$ cat src/rtl/pc_fetch_controller_pkg.sv
// Shared types and constants for the instruction fetch front end.
package pc_fetch_pkg;

  typedef enum logic [1:0] {
    IDLE    = 2'd0,
    REQ     = 2'd1,
    DELIVER = 2'd2
  } fetch_state_t;

  localparam logic [31:0] RESET_PC_DEFAULT = 32'h0000_0064;
  localparam int unsigned INST_BYTES       = 4;

endpackage

$ cat src/rtl/pc_fetch_controller.sv
// Fetch PC sequencer: issues held imem reads, buffers the returned
// instruction for decode, and applies redirects with in-flight squash.
module pc_fetch_controller
  import pc_fetch_pkg::*;
#(
  parameter int unsigned       WIDTH      = 32,
  parameter logic [WIDTH-1:0]  RESET_PC   = WIDTH'(pc_fetch_pkg::RESET_PC_DEFAULT),
  parameter int unsigned       INST_BYTES = pc_fetch_pkg::INST_BYTES
) (
  input  logic             clk,
  input  logic             rst,
  input  logic             redirect_valid,
  input  logic [WIDTH-1:0] redirect_target,
  input  logic             stall,
  input  logic             imem_resp,
  input  logic [31:0]      imem_rdata,
  output logic             imem_read,
  output logic [WIDTH-1:0] imem_address,
  output logic             inst_valid,
  output logic [31:0]      inst,
  output logic [WIDTH-1:0] inst_pc,
  output logic [WIDTH-1:0] pc
);

  fetch_state_t     state_q, state_d;
  logic [WIDTH-1:0] pc_q, pc_d;
  logic [WIDTH-1:0] pend_target_q, pend_target_d;
  logic             squash_q, squash_d;
  logic             read_q, read_d;
  logic             valid_q, valid_d;
  logic [31:0]      inst_q, inst_d;
  logic [WIDTH-1:0] inst_pc_q, inst_pc_d;
  logic [WIDTH-1:0] target_aligned;

  assign target_aligned = {redirect_target[WIDTH-1:2], 2'b00};

  always_comb begin
    state_d       = state_q;
    pc_d          = pc_q;
    pend_target_d = pend_target_q;
    squash_d      = squash_q;
    read_d        = read_q;
    valid_d       = valid_q;
    inst_d        = inst_q;
    inst_pc_d     = inst_pc_q;

    case (state_q)
      IDLE: begin
        if (redirect_valid) pc_d = target_aligned;
        state_d = REQ;
        read_d  = 1'b1;
      end

      REQ: begin
        // An issued read cannot be withdrawn, so a redirect without a
        // response only parks the target until the stale data returns.
        if (redirect_valid) begin
          if (imem_resp) begin
            pc_d     = target_aligned;
            squash_d = 1'b0;
          end else begin
            squash_d      = 1'b1;
            pend_target_d = target_aligned;
          end
        end else if (imem_resp) begin
          if (squash_q) begin
            pc_d     = pend_target_q;
            squash_d = 1'b0;
          end else begin
            inst_d    = imem_rdata;
            inst_pc_d = pc_q;
            valid_d   = 1'b1;
            read_d    = 1'b0;
            state_d   = DELIVER;
          end
        end
      end

      DELIVER: begin
        if (redirect_valid || !stall) begin
          pc_d    = redirect_valid ? target_aligned : pc_q + WIDTH'(INST_BYTES);
          valid_d = 1'b0;
          read_d  = 1'b1;
          state_d = REQ;
        end
      end

      default: begin
        state_d = IDLE;
        read_d  = 1'b0;
        valid_d = 1'b0;
      end
    endcase
  end

  always_ff @(posedge clk or posedge rst) begin
    if (rst) begin
      state_q       <= IDLE;
      pc_q          <= RESET_PC;
      pend_target_q <= '0;
      squash_q      <= 1'b0;
      read_q        <= 1'b0;
      valid_q       <= 1'b0;
      inst_q        <= '0;
      inst_pc_q     <= '0;
    end else begin
      state_q       <= state_d;
      pc_q          <= pc_d;
      pend_target_q <= pend_target_d;
      squash_q      <= squash_d;
      read_q        <= read_d;
      valid_q       <= valid_d;
      inst_q        <= inst_d;
      inst_pc_q     <= inst_pc_d;
    end
  end

  assign imem_read    = read_q;
  assign imem_address = pc_q;
  assign inst_valid   = valid_q;
  assign inst         = inst_q;
  assign inst_pc      = inst_pc_q;
  assign pc           = pc_q;

endmodule

$ cat config.mk
export PLATFORM = sky130hd
export DESIGN_NAME = pc_fetch_controller
export DESIGN_NICKNAME = d
export VERILOG_FILES = /design/src/rtl/pc_fetch_controller_pkg.sv /design/src/rtl/pc_fetch_controller.sv
export SDC_FILE = /design/constraint.sdc
export NUM_CORES = 1
export LEC_CHECK = 0
export BUFFER_PORTS_ARGS = -buffer_cell sky130_fd_sc_hd__clkbuf_2
export CAP_MARGIN = 40
export CORE_ASPECT_RATIO = 0.75
export CORE_MARGIN = 3
export CORE_UTILIZATION = 55
export CTS_CLUSTER_DIAMETER = 120
export DETAILED_ROUTE_END_ITERATION = 8
export PLACE_DENSITY_LB_ADDON = 0.2
export REMOVE_ABC_BUFFERS = 1
export SLEW_MARGIN = 15
export SYNTH_ARGS = -nofsm -noshare
export SYNTH_HDL_FRONTEND = slang
export SYNTH_SLANG_ARGS = --single-unit
$ cat constraint.sdc
create_clock -name clk -period 9.7 [get_ports clk]
set_input_delay 0 -clock clk [delete_from_list [all_inputs] [get_ports clk]]
set_output_delay 0 -clock clk [all_outputs]
set_load 0.02 [all_outputs]
* After elaboration in Yosys (flattened, before gate mapping) *
Cells that the tools add are included.

word-level totals
  bits in registers = 131
  input port bits = 69
  logic and storage cells = 58

operators by class
  reduce and logical (&&, ||, !) cells = 11
  eq/ne operators = 8
  add/sub/neg operators = 1
  bitwise gates (word level) = 4
  mux-type cells = 26

operators with widths
  operator                                       count
  2-to-1 mux 32 bit                              7
  one-hot mux 32 bit (3 select lines)            1
  adder 32 x 3 -> 32 bit, second input constant  1
  2-to-1 mux 1 bit                               11
  inequality test 2 bit, second input constant   5
  AND reduction 5 bit                            2
  2-to-1 mux 2 bit                               4
  AND reduction 4 bit                            2
  one-hot mux 1 bit (3 select lines)             2
  one-hot mux 2 bit (3 select lines)             1
  inverter 1 bit                                 4
  inequality test 3 bit, second input constant   1
  AND reduction 3 bit                            1
  nonzero test 3 bit                             1
  == test 2 x 1 -> 1 bit, second input constant  1
  == test 2 bit, second input constant           1
  zero test 2 bit                                1
  AND reduction 2 bit                            1
  nonzero test 2 bit                             1
  zero test 1 bit                                1
  logical OR 1 bit                               1

* Logic depth before layout (Yosys ltp) *
Gate-level depths: netlist of run 1.

  word-level depth = 4
  gate-level depth with buffers = 9
  gate-level depth less buffers = 8

* Worst setup path before layout of run 1 *
OpenSTA, ideal clock, no wires.

  path type = reg-to-reg
  from = register pc_q[5], in the netlist imem_address[5]
  to = register pc_q[31], in the netlist imem_address[31]
  path buffers = 2
  clock period less this slack = 2280 ps
  data required time = 9570 ps
  arrival = 2151 ps
  path slack = 7420 ps
  stages on the path, launching flop included = 9
  cells stage by stage = dfstp_2 > clkbuf_2 > nand4_4 > or4_1 > buf_6 > nor4_4 > a31oi_1 > o21ai_1 > o21ai_1

on the way
  word-level cells in the longest chain between the ends = 4

RTL lines
  item                                 line                        RTL
  from (decl)                          pc_fetch_controller.sv:26   logic [WIDTH-1:0] pc_q, pc_d;
  from (signal assigned)               pc_fetch_controller.sv:108  pc_q <= pc_d;
  adder 32 x 3 -> 32 bit               pc_fetch_controller.sv:81   pc_d = redirect_valid ? target_aligned : pc_q + WIDTH'(INST_BYTES);
  2-to-1 mux 32 bit                    pc_fetch_controller.sv:81
  2-to-1 mux 32 bit                    pc_fetch_controller.sv:80   if (redirect_valid || !stall) begin
  one-hot mux 32 bit (3 select lines)  pc_fetch_controller.sv:47   case (state_q)

Every way passes these cells. The select of a mux whose other input is x is not followed.
A chain may end at the register's enable or synchronous reset.

* Final worst setup path of run 1 *
  from = register state_q[1]
  to = register inst_q[16], in the netlist inst[16]

on the way
  word-level cells in the longest chain between the ends = 2

RTL lines
  item                                  line                        RTL
  from (decl)                           pc_fetch_controller.sv:25   fetch_state_t state_q, state_d;
  from (signal assigned)                pc_fetch_controller.sv:107  state_q <= state_d;
  == test 2 x 1 -> 1 bit                pc_fetch_controller.sv:47
  AND reduction 4 bit (no source line)  -
  to (signal assigned)                  pc_fetch_controller.sv:113  inst_q <= inst_d;
  to (decl)                             pc_fetch_controller.sv:31   logic [31:0] inst_q, inst_d;

Every way passes these cells.

==> results of run 1 <==
[per-layer routing]
metal / wire length, um / global-route usage (%) / vias up / share of wire [%]
met5: 0 / 0 / - / 0
met4: 430 / 10.7 / 0 / 2.5
met3: 1220 / 6.66 / 54 / 7.1
met2: 8540 / 46.3 / 273 / 50
met1: 6980 / 34.1 / 2674 / 41
li1: - / - / 2523 / -
[worst max-delay path: stages (launching register included)]
cell                      delay (ns)
sky130_fd_sc_hd__dfrtp_1        0.41
sky130_fd_sc_hd__inv_1          0.10
sky130_fd_sc_hd__ha_1           0.15
sky130_fd_sc_hd__buf_4          0.36
sky130_fd_sc_hd__nor2b_1        0.26
sky130_fd_sc_hd__and3_2         0.68
sky130_fd_sc_hd__buf_4          0.53
sky130_fd_sc_hd__mux2_2         0.40
[stage by stage]
stage	instance area, um2	util (%)	hold slack [ns]	std cells	setup slack, ns
floorplan	5990	-	0.112	522	6.21
global placement	7170	64.4	0.192	859	6.55
detailed placement	7200	64.6	0.195	860	6.49
CTS	8470	76.0	0.299	957	6.44
global route	8510	76.4	0.348	960	6.50
finish	8510	76.4	0.349	960	6.66
[state kept, by name, indices dropped and copies added (netlist names)]
signal         cells
imem_address      30
imem_read          1
inst              32
inst_pc           30
inst_valid         1
pend_target_q     30
squash_q           1
state_q            2
[worst max-delay path by stage]
stage               start                to  depth (start not counted)
6_report       state_q[1]          inst[16]                          7
5_1_grt        state_q[1]          inst[16]                          7
4_1_cts        state_q[0]  imem_address[15]                          8
3_5_place_dp   state_q[0]  imem_address[15]                          8
3_3_place_gp   state_q[0]  imem_address[15]                          8
2_1_floorplan  state_q[1]           inst[0]                          5
[report_power, final]
group	switching [W]	internal, W	leakage (nW)
Combinational	0.000846	0.000558	2.15
Clock	0.000241	0.000417	0.284
Sequential	0.000247	0.000801	1.54
[cells in the mapped netlist (3+ instances only)]
library cell	count	share of area [%]
sky130_fd_sc_hd__a31oi_1	5	0.49
sky130_fd_sc_hd__xor2_1	4	0.55
sky130_fd_sc_hd__nand2_1	47	2.8
sky130_fd_sc_hd__buf_4	36	4.2
sky130_fd_sc_hd__a41oi_1	5	0.69
sky130_fd_sc_hd__dfstp_2	3	1.2
sky130_fd_sc_hd__a21oi_1	17	1.3
sky130_fd_sc_hd__mux2_2	91	16
sky130_fd_sc_hd__inv_1	11	0.65
sky130_fd_sc_hd__o31ai_1	4	0.47
sky130_fd_sc_hd__clkbuf_1	22	1.3
sky130_fd_sc_hd__xnor2_1	9	1.2
sky130_fd_sc_hd__buf_1	9	0.53
sky130_fd_sc_hd__o21ai_0	54	4.2
sky130_fd_sc_hd__a221oi_1	11	1.5
sky130_fd_sc_hd__dfrtp_1	124	49
sky130_fd_sc_hd__nor2b_1	5	0.49
sky130_fd_sc_hd__nand3_1	15	1.2
sky130_fd_sc_hd__nor3_1	10	0.78
sky130_fd_sc_hd__ha_1	5	0.98
sky130_fd_sc_hd__and3_1	3	0.29
sky130_fd_sc_hd__a22o_1	18	2.5
sky130_fd_sc_hd__and2_1	3	0.29
sky130_fd_sc_hd__nand4_1	4	0.39
sky130_fd_sc_hd__nor2_1	34	2.0
[placed cells by master (no fill, tap or decap), types with 5 or more instances in the layout]
master / n
sky130_fd_sc_hd__clkbuf_16: 17
sky130_fd_sc_hd__xnor2_1: 9
sky130_fd_sc_hd__nor3_1: 10
sky130_fd_sc_hd__inv_1: 10
sky130_fd_sc_hd__clkinvlp_4: 6
sky130_fd_sc_hd__dfrtp_1: 124
sky130_fd_sc_hd__nand2_1: 47
sky130_fd_sc_hd__buf_4: 8
sky130_fd_sc_hd__a41oi_1: 5
sky130_fd_sc_hd__a21oi_1: 17
sky130_fd_sc_hd__mux2_2: 91
sky130_fd_sc_hd__o21ai_0: 54
sky130_fd_sc_hd__conb_1: 6
sky130_fd_sc_hd__nand3_1: 15
sky130_fd_sc_hd__a22o_1: 18
sky130_fd_sc_hd__ha_1: 5
sky130_fd_sc_hd__clkbuf_2: 190
sky130_fd_sc_hd__a221oi_1: 11
sky130_fd_sc_hd__dlygate4sd3_1: 66
sky130_fd_sc_hd__nor2_1: 34
sky130_fd_sc_hd__a31oi_1: 5
[logic make-up (layout without fill, tap and decap cells)]
| family | after synthesis | in the layout | share of synthesized area [%] |
|---|---|---|---|
| muxes | 91 | 91 | 16.0 |
| and+or+nand+nor | 136 | 136 | 10.6 |
| xor gates and xnor gates | 13 | 13 | 1.78 |
| buffers and inverters | 83 | 309 | 7.19 |
| AOI/OAI and AO/OA | 133 | 133 | 13.6 |
| adders and majority gates | 5 | 5 | 0.979 |
| other | 1 | 6 | 0.0587 |
| DFF | 127 | 127 | 49.8 |
[what timing repair did]
action,in CTS,in global routing
hold buffers,65,1
endpoints found under the hold margin,149,3
endpoints found under the setup margin,0,0
[area by class of cell]
class / count / area (um2)
Inverter: 11 / 43.8
Clock buffer: 19 / 453
Fill cell: 728 / 2640
Multi-Input combinational cell: 384 / 2770
Timing Repair Buffer: 266 / 1730
Tap cell: 140 / 175
Sequential cell: 127 / 3180
Clock inverter: 13 / 163
==> run metrics, run 1 <==
run status=complete, no violations; floorplan die height=99.3 um; number of global-route vias before repair=5621; reg-to-reg endpoint=inst[16]; number of standard cells after synthesis=589; clock net sink count=127; transition at the pin with the smallest max-transition slack=0.861 ns; number of gates given a new drive strength after cts=0; ratio of final minimum period to clock period=31.3%; Min Clock Period, post-route=3.04 ns; Post-CTS Setup Repair Bufs=0; Final Routed Wirelength=17200 um; largest voltage drop on the vdd net=0.223 mV; IO buf count=190; number of flops mapped to enable cells by yosys=0; count of maximum capacitance violations=0; hold violation count in the final report=0; worst hold stages=3; Final Max Slew Viols=0; antenna-violating nets left=0; proportion of synthesized chip area in sequential cells=49.8%; root buffer selected by CTS=sky130_fd_sc_hd__clkbuf_16; synth-to-layout area growth=33.3%; Critical Path End Type=register; Total Negative Setup Slacks=0 ns; Final nets=881; Max Clock Freq=0.329 GHz; overflow left after global routing=0; routed via count divided by cell count=5.75; die outline width=130 um; H-tree depth=4; Reg-to-Reg Start=state_q[1]; initial antenna violation count=0; startpoint kind of the worst setup timing path=register; # IOs=199; Die Outline Area=13000 um2; Initial Utilization=57.3%; Routability Congestion=0.853; flip-flop and latch count after synthesis=127; post-CTS clock slew at the launch and capture registers of the worst setup and hold paths=0.06 ns; Fin Clk Skew=0.00640 ns; cell area after synthesis=6390 um2; critical hold path startpoint=imem_rdata[27]; largest net degree at the start of global routing=67; drt drc=0; worst skew pair latency=0.42 ns; post-layout total power=0.00311 W; top fanout value on the critical path=36; mean instance size in the synthesized netlist=10.8 um2; Setup CP Type=register to register; share of cells above drive strength 1=41.2%; combined global-route utilization of all metal layers=27.4%; count of endpoints failing setup in the final report=0; setup repair after global routing missed its margin=false; R2R cell count=7; type of the most critical hold path=input pin to register; clock buffer count from CTS=17; detailed-placement wirelength estimate=10900 um; register-to-register setup slack=6.66 ns; fraction of registers with async set or reset after synthesis=100%; end point of the most critical hold path=inst[27]; routed wire length per instance=17.9 um; antenna cell count=0; Top FF cell, synth=sky130_fd_sc_hd__dfrtp_1; area of the core=11100 um2; number of vias after detailed routing=5524; TritonCTS clock tree=done; Rel. slew slack=42.6%; number of core rows=33; number of DRC markers in iteration 0=412; cell leakage power=3.97 nW; deepest clock path buffer count=2; wire length of the first global-routing pass=27800 um; number of different library cells in the post-synthesis netlist=55; data arrival time of the critical path=3.33 ns; P per Cell Area=365 nW/um2; data required time at the worst endpoint=10.00 ns; warning count from the yosys run=0; DRT Pass-1 Iters=5
(Power assumes the default switching activity.)
==> run 2: changes to the inputs <==
CORE_UTILIZATION = 47   (was 55)
clock period = 2.6 ns   (was 9.7 ns; I/O delays follow)
==> run 2 against run 1 <==
Total power grew to 3.8 times the previous value; core utilization is 11 points lower; wire length is 2.9% higher; clock skew hardly changed; global-route usage is 3.9 points lower; clock power grew to 3.9 times the previous value; via count is 0.33% higher; critical path type unchanged.
==> run metrics, run 2 (synthesis results as in run 1) <==
Die Outline Area=15000 um2; Post-CTS Setup Repair Bufs=0; IO buf count=190; Reg-to-Reg Start=imem_address[6]; Max Clock Freq=0.420 GHz; initial antenna violation count=0; Setup CP Type=register to register; root buffer selected by CTS=sky130_fd_sc_hd__clkbuf_16; deepest clock path buffer count=2; post-CTS clock slew at the launch and capture registers of the worst setup and hold paths=0.06 ns; floorplan die height=107 um; antenna cell count=0; antenna-violating nets left=0; Rel. slew slack=49.8%; Critical Path End Type=register; Routability Congestion=0.855; # IOs=199; Final nets=891; type of the most critical hold path=input pin to asynchronous set/reset pin; largest voltage drop on the vdd net=0.759 mV; Final Instance Area=8640 um2; hold violation count in the final report=0; synth-to-layout area growth=35.3%; most frequent standard cell in the layout excluding fill and tap cells=sky130_fd_sc_hd__clkbuf_2; P per Cell Area=1360 nW/um2; ratio of final minimum period to clock period=91.6%; R2R cell count=6; number of global-route vias before repair=5489; area of the core=13200 um2; crit path cell chain=nand4_4 -> or4_4 -> nor4_4 -> a21oi_1 -> o21ai_0 -> nand2_1; startpoint kind of the worst setup timing path=register; Critical Path Max Stage Delay=0.64 ns; top library cells by usage in the layout, fill and taps aside=sky130_fd_sc_hd__clkbuf_2, sky130_fd_sc_hd__dfrtp_1, sky130_fd_sc_hd__mux2_2, sky130_fd_sc_hd__dlygate4sd3_1, sky130_fd_sc_hd__o21ai_0; register-to-register setup slack=0.22 ns; setup repair after global routing missed its margin=false; wire length of the first global-routing pass=28200 um; top fanout value on the critical path=8; routed wire length per instance=17.6 um; detailed-placement wirelength estimate=11500 um; count of maximum capacitance violations=0; drt drc=0; routed via count divided by cell count=5.54; critical-path cell with the highest stage delay=sky130_fd_sc_hd__dfstp_2; post-layout total power=0.0118 W; hold slack final=0.288 ns; Final Routed Wirelength=17700 um; share of cells above drive strength 1=42.3%; number of core rows=36; clock buffer count from CTS=17; Final Max Slew Viols=0; combined global-route utilization of all metal layers=23.5%; overflow left after global routing=0; reg-to-reg endpoint=imem_address[29]; Largest register FFs=32; post-route core utilization=65.7%; data arrival time of the critical path=2.68 ns; H-tree depth=4; number of DRC markers in iteration 0=422; worst skew pair latency=0.42 ns; TritonCTS clock tree=done; clock net sink count=127; data required time at the worst endpoint=2.90 ns; cell leakage power=4.04 nW; Initial Utilization=48.6%; die outline width=141 um; placed cell area=7360 um2; Min Clock Period, post-route=2.38 ns; count of endpoints failing setup in the final report=0; number of vias after detailed routing=5542; run status=complete, no violations; Fin Clk Skew=0.00620 ns; final-layout fill cell count=1060; DRT Pass-1 Iters=5; largest net degree at the start of global routing=60; transition at the pin with the smallest max-transition slack=0.753 ns
## run 2: power breakdown
part           internal (W)  switching, W  total [W]
registers           0.00299      0.000872    0.00386
logic               0.00216       0.00322    0.00538
clock network       0.00163      0.000912    0.00254
total               0.00678       0.00500     0.0118
## run 2: area by class of cell
| type | count | area [um2] | area share [%] |
|---|---|---|---|
| Sequential cell | 127 | 3180 | 36.8 |
| Multi-Input combinational cell | 384 | 2780 | 32.1 |
| Timing Repair Buffer | 276 | 1800 | 20.8 |
| Clock buffer | 18 | 439 | 5.08 |
| Tap cell | 171 | 214 | 2.48 |
| Clock inverter | 14 | 190 | 2.20 |
| Inverter | 11 | 43.8 | 0.507 |
## run 2: repair_timing
item                                   in CTS  in global routing
gates resized for setup                     0                  2
endpoints found under the hold margin     140                  0
setup endpoints to repair                   0                  4
hold buffers                               65                  0
## run 2: worst max path at each step
stage | from | end | slack [ns] | depth (start not counted)
after floorplan | state_q[1] | inst[0] | -0.89 | 5
after global placement | imem_address[6] | imem_address[29] | 0.18 | 6
after detailed placement | imem_address[6] | imem_address[29] | 0.11 | 6
after CTS | imem_address[6] | imem_address[26] | 0.01 | 6
after global routing | imem_address[6] | imem_address[29] | 0.07 | 6
final | imem_address[6] | imem_address[29] | 0.22 | 6
## run 2: critical path: cells and delay by family (launching register included)
kind | cells | cell delay (ns)
AOI/OAI and AO/OA | 2 | 0.33
DFF | 1 | 0.64
and+or+nand+nor | 4 | 1.29
## run 2: metrics by stage
stage	cells	setup WS [ns]	setup TNS (ns)
5_1_grt	1001	0.0728	0
6_report	1001	0.218	0
4_1_cts	1001	0.0111	0
2_1_floorplan	522	-0.892	-168.92
3_5_place_dp	904	0.109	0
3_3_place_gp	904	0.184	0
## run 2: metal layers
layer	wire, um	GRT usage, %
met1	7420	31.5
met4	219	7.05
met2	8690	38.3
met5	0	0
met3	1320	5.44
